$ cat src/rtl/pc_sequencer.sv
// Program counter and next-PC selection for the single-cycle MIPS datapath,
// with a one-cycle boot state, stall hold, halt/resume control and a sticky JR misalignment flag.
module pc_sequencer #(
    parameter logic [31:0] RESET_VECTOR = 32'h0000_0000,
    parameter int          WIDTH        = 32
) (
    input  logic             clk,
    input  logic             rst_n,
    input  logic             stall,
    input  logic             halt_req,
    input  logic             resume,
    input  logic             branch_taken,
    input  logic [WIDTH-1:0] branch_offset,
    input  logic             jump_en,
    input  logic [WIDTH-1:0] jump_target,
    input  logic             jr_en,
    input  logic [WIDTH-1:0] jr_addr,
    output logic [WIDTH-1:0] pc,
    output logic [WIDTH-1:0] pc_plus4,
    output logic             fetch_valid,
    output logic             halted,
    output logic             misalign_err
);

    typedef enum logic [1:0] {
        BOOT = 2'd0,
        RUN  = 2'd1,
        HALT = 2'd2
    } state_t;

    state_t           state;
    state_t           state_next;
    logic [WIDTH-1:0] pc_next;
    logic [WIDTH-1:0] target_pc;
    logic             err_next;

    assign pc_plus4    = pc + WIDTH'(4);
    assign fetch_valid = (state == RUN) && !stall;
    assign halted      = (state == HALT);

    // Fixed-priority target selection; all arithmetic wraps modulo 2^32.
    always_comb begin
        target_pc = pc_plus4;
        if (jr_en) begin
            target_pc = {jr_addr[WIDTH-1:2], 2'b00};
        end else if (jump_en) begin
            target_pc = jump_target;
        end else if (branch_taken) begin
            target_pc = pc_plus4 + (branch_offset << 2);
        end
    end

    always_comb begin
        state_next = state;
        pc_next    = pc;
        err_next   = misalign_err;
        case (state)
            BOOT: begin
                state_next = RUN;
            end
            RUN: begin
                if (halt_req) begin
                    state_next = HALT;
                end else if (!stall) begin
                    pc_next = target_pc;
                    if (jr_en && (jr_addr[1:0] != 2'b00)) begin
                        err_next = 1'b1;
                    end
                end
            end
            HALT: begin
                if (resume) begin
                    state_next = RUN;
                end
            end
            default: begin
                state_next = BOOT;
            end
        endcase
    end

    always_ff @(posedge clk or negedge rst_n) begin
        if (!rst_n) begin
            state        <= BOOT;
            pc           <= RESET_VECTOR;
            misalign_err <= 1'b0;
        end else begin
            state        <= state_next;
            pc           <= pc_next;
            misalign_err <= err_next;
        end
    end

endmodule

$ cat config.mk
export PLATFORM = sky130hd
export DESIGN_NAME = pc_sequencer
export DESIGN_NICKNAME = d
export VERILOG_FILES = /design/src/rtl/pc_sequencer.sv
export SDC_FILE = /design/constraint.sdc
export NUM_CORES = 1
export LEC_CHECK = 0
export BUFFER_PORTS_ARGS = -buffer_cell sky130_fd_sc_hd__buf_2
export CORE_UTILIZATION = 55
export CTS_CLUSTER_DIAMETER = 40
export CTS_CLUSTER_SIZE = 30
export DETAILED_ROUTE_END_ITERATION = 8
export HOLD_SLACK_MARGIN = 0.02
export PLACE_DENSITY_LB_ADDON = 0.2
export SETUP_SLACK_MARGIN = 0.4
export SLEW_MARGIN = 30
export SYNTH_ARGS = -nofsm -noshare
export SYNTH_HDL_FRONTEND = slang
export SYNTH_SLANG_ARGS = --single-unit
$ cat constraint.sdc
create_clock -name clk -period 9 [get_ports clk]
set_input_delay 0.9 -clock clk [delete_from_list [all_inputs] [get_ports clk]]
set_output_delay 0.9 -clock clk [all_outputs]
set_load 0.005 [all_outputs]
======== Word level (Yosys, flattened, before mapping) ========
Index checks and enable logic that the tools add are counted.
W data, S select, Z words.
operators by class
  add/sub/neg operators ................... 2
  equal/unequal tests ..................... 4
  muxes and demuxes ....................... 6
  bitwise gates (word level) .............. 2
  reduce and logical (&&, ||, !) cells .... 8
operator list
  cell                     number
  $mux W32                 3
  $add A32 B3 Y32 const B  1
  $add A32 B32 Y32         1
  $pmux W2 S3              1
  $mux W2                  2
  $ne A2 B2 Y1 const B     2
  $reduce_and A4 Y1        1
  $reduce_and A3 Y1        1
  $eq A2 B1 Y1 const B     1
  $eq A2 B2 Y1 const B     1
  $logic_and A1 B1 Y1      2
  $logic_not A2 Y1         1
  $not A1 Y1               2
  $reduce_and A2 Y1        1
  $reduce_bool A2 Y1       1
  $logic_not A1 Y1         1
storage, ports and cells
  register bits after elaboration ......... 35
  input port bits ......................... 104
  output and inout bits ................... 67
  word-level logic and storage cells ...... 25

======== Depth between registers and ports, before layout ========
  depth in word-level cells ............... 5
  mapped depth ............................ 16
  gate-level depth less buffers ........... 14

======== Least setup slack after synthesis ========
Ideal clock, no wire load.
  kind .................................... register to register
  from .................................... register pc[4]
  to ...................................... register pc[29]
  setup time .............................. 128 ps
  data arrival time ....................... 3,585 ps
  required time ........................... 8,872 ps
  slack ................................... 5,286 ps
  cell stages (with the launch flop) ...... 17
  path buffers ............................ 2
  period minus slack after synthesis ...... 3,714 ps
  cell sequence ........................... dfrtp_1 > and4_1 > buf_6 > nand4_4 > nor3_1 > nand4_1 > xnor2_1 > ha_1 > buf_6 > a21oi_4 > nor2b_1 > o21a_1 > or4_1 > a41oi_2 > or4b_1 > a31oi_1 > o22ai_1
between the ends
  cells in the longest elaborated chain, start to end .. 5
ends and longest elaborated chain
  element                 RTL line  text
  start, declared         18        output logic [WIDTH-1:0] pc,
  start signal, assigned  89        pc <= pc_next;
  $add A32 B3 Y32         37        assign pc_plus4 = pc + WIDTH'(4);
  net pc_plus4[22]        19        output logic [WIDTH-1:0] pc_plus4,
  $add A32 B32 Y32        49        target_pc = pc_plus4 + (branch_offset << 2);
  $mux W32                48        end else if (branch_taken) begin
  $mux W32                46        end else if (jump_en) begin
  $mux W32                44        if (jr_en) begin
The timed path passes the listed nets, and every way through them passes these cells.
A chain may end at the register's enable or synchronous reset.

======== Worst setup path in the final report ========
  from .................................... register pc[4]
  to ...................................... register pc[29]
between the ends
  cells in the longest elaborated chain, start to end .. 5
ends and longest elaborated chain
  element              RTL line
  $add A32 B3 Y32 (*)  37
  $add A32 B32 Y32     49
  $mux W32 (*)         48
  $mux W32 (*)         46
  $mux W32 (*)         44
Every way passes the cells marked *; elsewhere a longest branch is shown, timed or not.

==> impl_metrics.tcl <==
set metrics [dict create \
    status "finished clean" \
    port-buffer-count 168 \
    vias 5261 \
    worst_pin_slew_ns 0.9903 \
    critPathLaunchType "flip-flop" \
    finalSetupViolCount 0 \
    cts_resized 0 \
    required_ns 9.18 \
    dp_hpwl_um 11850 \
    p_int_uw 862.4 \
    synth_area_per_cell_um2 7.613 \
    ant_nets 0 \
    first_pass_iters 5 \
    leakagePower_uw 0.002561 \
    regArea_um2 875.8 \
    coreArea_um2 7727 \
    cts_buffer_depth 2 \
    rows 32 \
    skew_ns 0.01718 \
    syn2layout_area_growth_pct 23.07 \
    cts_tree "yes" \
    syn_nets 721 \
    netlist_top_cells_area "dfrtp_1 (20%), ha_1 (10%), xnor2_1 (6.1%), a21oi_1 (5.4%), nand2_1 (5.4%)" \
    fin_nets 868 \
    yosysWarnings 0 \
    setup_tns_ns 0 \
    overflow 0 \
    setup_slack_ns 4.569 \
    clock-sinks 35 \
    async_reset_ff_share_pct 100.0 \
    cts_setup_buffers 0 \
    rsz0062_at_grt "no" \
    synth_largest_area_cell "dfrtp_1" \
    wirelength_um 15570 \
    dp_slack_ns 4.676 \
    netlist_area_um2 4415 \
    diodes 0 \
    globalplace.congestion 0.9440 \
    drv_cap 0 \
    die_y_um 91.60 \
    p_switching_uw 867.0 \
    end_kind "flip-flop" \
    die_w_um 91.60 \
    cts_buffers 5 \
    synth_edf_count 0 \
    antenna_found_initial 0 \
    arrival_ns 4.61 \
    slew_violations 0 \
    htree_levels 2 \
    initial_core_util_pct 57.14 \
    seq_area_frac_synth_pct 19.84 \
    boundaryPins 171 \
    power.share.clock_pct 10.8 \
    relSlewSlack_pct 33.91 \
    fmax_mhz 225.7 \
    ctsHoldBuffers 0 \
    die_area_um2 8391 \
    synth_cells 580 \
    ir_worst_vdd_mv 0.1896 \
    synth_cell_type_count 68 \
    grt_usage_pct 36.85 \
    drt_iter0_drc 351 \
    hold_violations 0 \
    layout-drive-gt1-share_pct 27.47 \
    yosysTopAreaCellShare_pct 19.84 \
    ys.flop_type "dfrtp_1" \
    grt_max_degree 42 \
    fillCellCount 671 \
    avgViaCountPerCell 6.339 \
    cts_root_buffer "clkbuf_8" \
    drcViolationCount 0 \
    layout_common_cells "buf_2 (168), nand2_1 (63), nor2_1 (50)" \
    period_share_pct 49.24 \
    grt_pass1_wl_um 24470 \
    worstSetupPathType "reg2reg" \
    final_common_cell "buf_2" \
    p_per_area_nw_per_um2 318.3 \
    switching_share_pct 50.13 \
    cp_max_fo 7 \
    p_total_uw 1729 \
    hold_class "reg2reg" \
    clk_pin_slew_worst_paths_ns 0.10 \
    wire_per_inst_um 18.76 \
    multiInputGateArea_um2 3343 \
    synth-seq-cells 35 \
    insertion_delay_ns 0.31 \
    combPwrFrac_pct 68.6 \
    grt_pass1_vias 4919 \
    layout_min_cycle_time_ns 4.431 \
    p_seq_share_pct 20.6 \
]
-- sequential cells by signal (all words and copies together), names as in the netlist --
signal	cells
misalign_err	1
pc	32
state	2
-- stage by stage --
stage          area [um2]  util [%]  hold slack (ns)  std cells
6_report             5434     70.32           0.4873        830
2_1_floorplan        4415         -           0.4453        580
3_3_place_gp         5268     68.17           0.4533        821
5_1_grt              5434     70.32           0.4955        830
3_5_place_dp         5270     68.20           0.4568        821
4_1_cts              5406     69.96           0.4814        829
-- cell usage after synthesis, types with 3 or more instances --
master / instances
dfrtp_1: 35
nand2b_1: 3
a211oi_1: 4
mux2i_1: 5
and4_1: 5
a21o_1: 14
nor2_1: 52
a221o_1: 3
nand4_1: 14
o31ai_1: 5
nand2_1: 63
xnor2_1: 31
clkbuf_1: 25
ha_1: 36
a222oi_1: 13
nor2b_1: 6
inv_1: 15
o21ai_0: 41
a31oi_1: 18
nor4_1: 3
o21a_1: 9
xor2_1: 16
a21oi_1: 48
a22oi_1: 3
o22ai_1: 4
o211ai_1: 12
and2_1: 3
and3_1: 13
nor3_1: 11
nand3_1: 20
-- kinds of logic after synthesis --
kind of cell | synth area share [%]
flops | 19.84
simple gates | 23.97
compound gates | 29.95
mux | 1.644
buf+inv | 4.619
xor+xnor | 9.323
fa+ha+maj | 10.65
-- power groups by stage --
stage / Sequential (uW) / Combinational, uW / Clock [uW]
after floorplan: 330 / 822 / 0
after global placement: 349 / 1140 / 0
after detailed placement: 355 / 1160 / 0
after CTS: 352 / 1170 / 185
after global routing: 371 / 1300 / 190
final: 356 / 1190 / 186
-- final timing paths --
path	end	cells past startpoint	slack (ns)	from
setup / recovery	pc[29]	13	4.57	pc[4]
hold / removal	misalign_err	1	0.49	misalign_err
setup reg to reg	pc[29]	13	4.57	pc[4]
hold reg to reg	misalign_err	1	0.49	misalign_err
max in group asynchronous	pc[30]	2	7.97	rst_n
min in group asynchronous	state[0]	1	0.53	rst_n
-- metal layers --
metal  vias up  share of wire, %  track usage [%]  wire [um]
met2       298                48            60.84       7422
met4         0               1.8            12.96        275
met3        27               9.5            4.439       1485
met1      2464                41            49.38       6384
met5         -                 0                0          0
li1       2472                 -                -          -
-- critical path, cell delays in order, from the launching register on --
cell and delay (ns):
dfrtp_1 0.46, and4_1 0.39, nand3_1 0.35, nor3_1 0.56, nand2_1 0.14, xnor2_1 0.34, ha_1 0.35, nor2b_1 0.15
o21a_1 0.17, or4_1 0.44, a41oi_2 0.24, or4b_1 0.45, a31oi_1 0.18, o22ai_1 0.10
-- cell type report --
| type | instances | share of cell area [%] |
|---|---|---|
| inverter | 16 | 1.105 |
| sequential | 35 | 16.12 |
| tap | 102 | 2.349 |
| clock buffer | 5 | 1.266 |
| multi-input combinational | 497 | 61.52 |
| clock inverter | 3 | 1.243 |
| timing repair buffer | 172 | 16.39 |
Note: power is estimated with default switching activity, not from simulation.
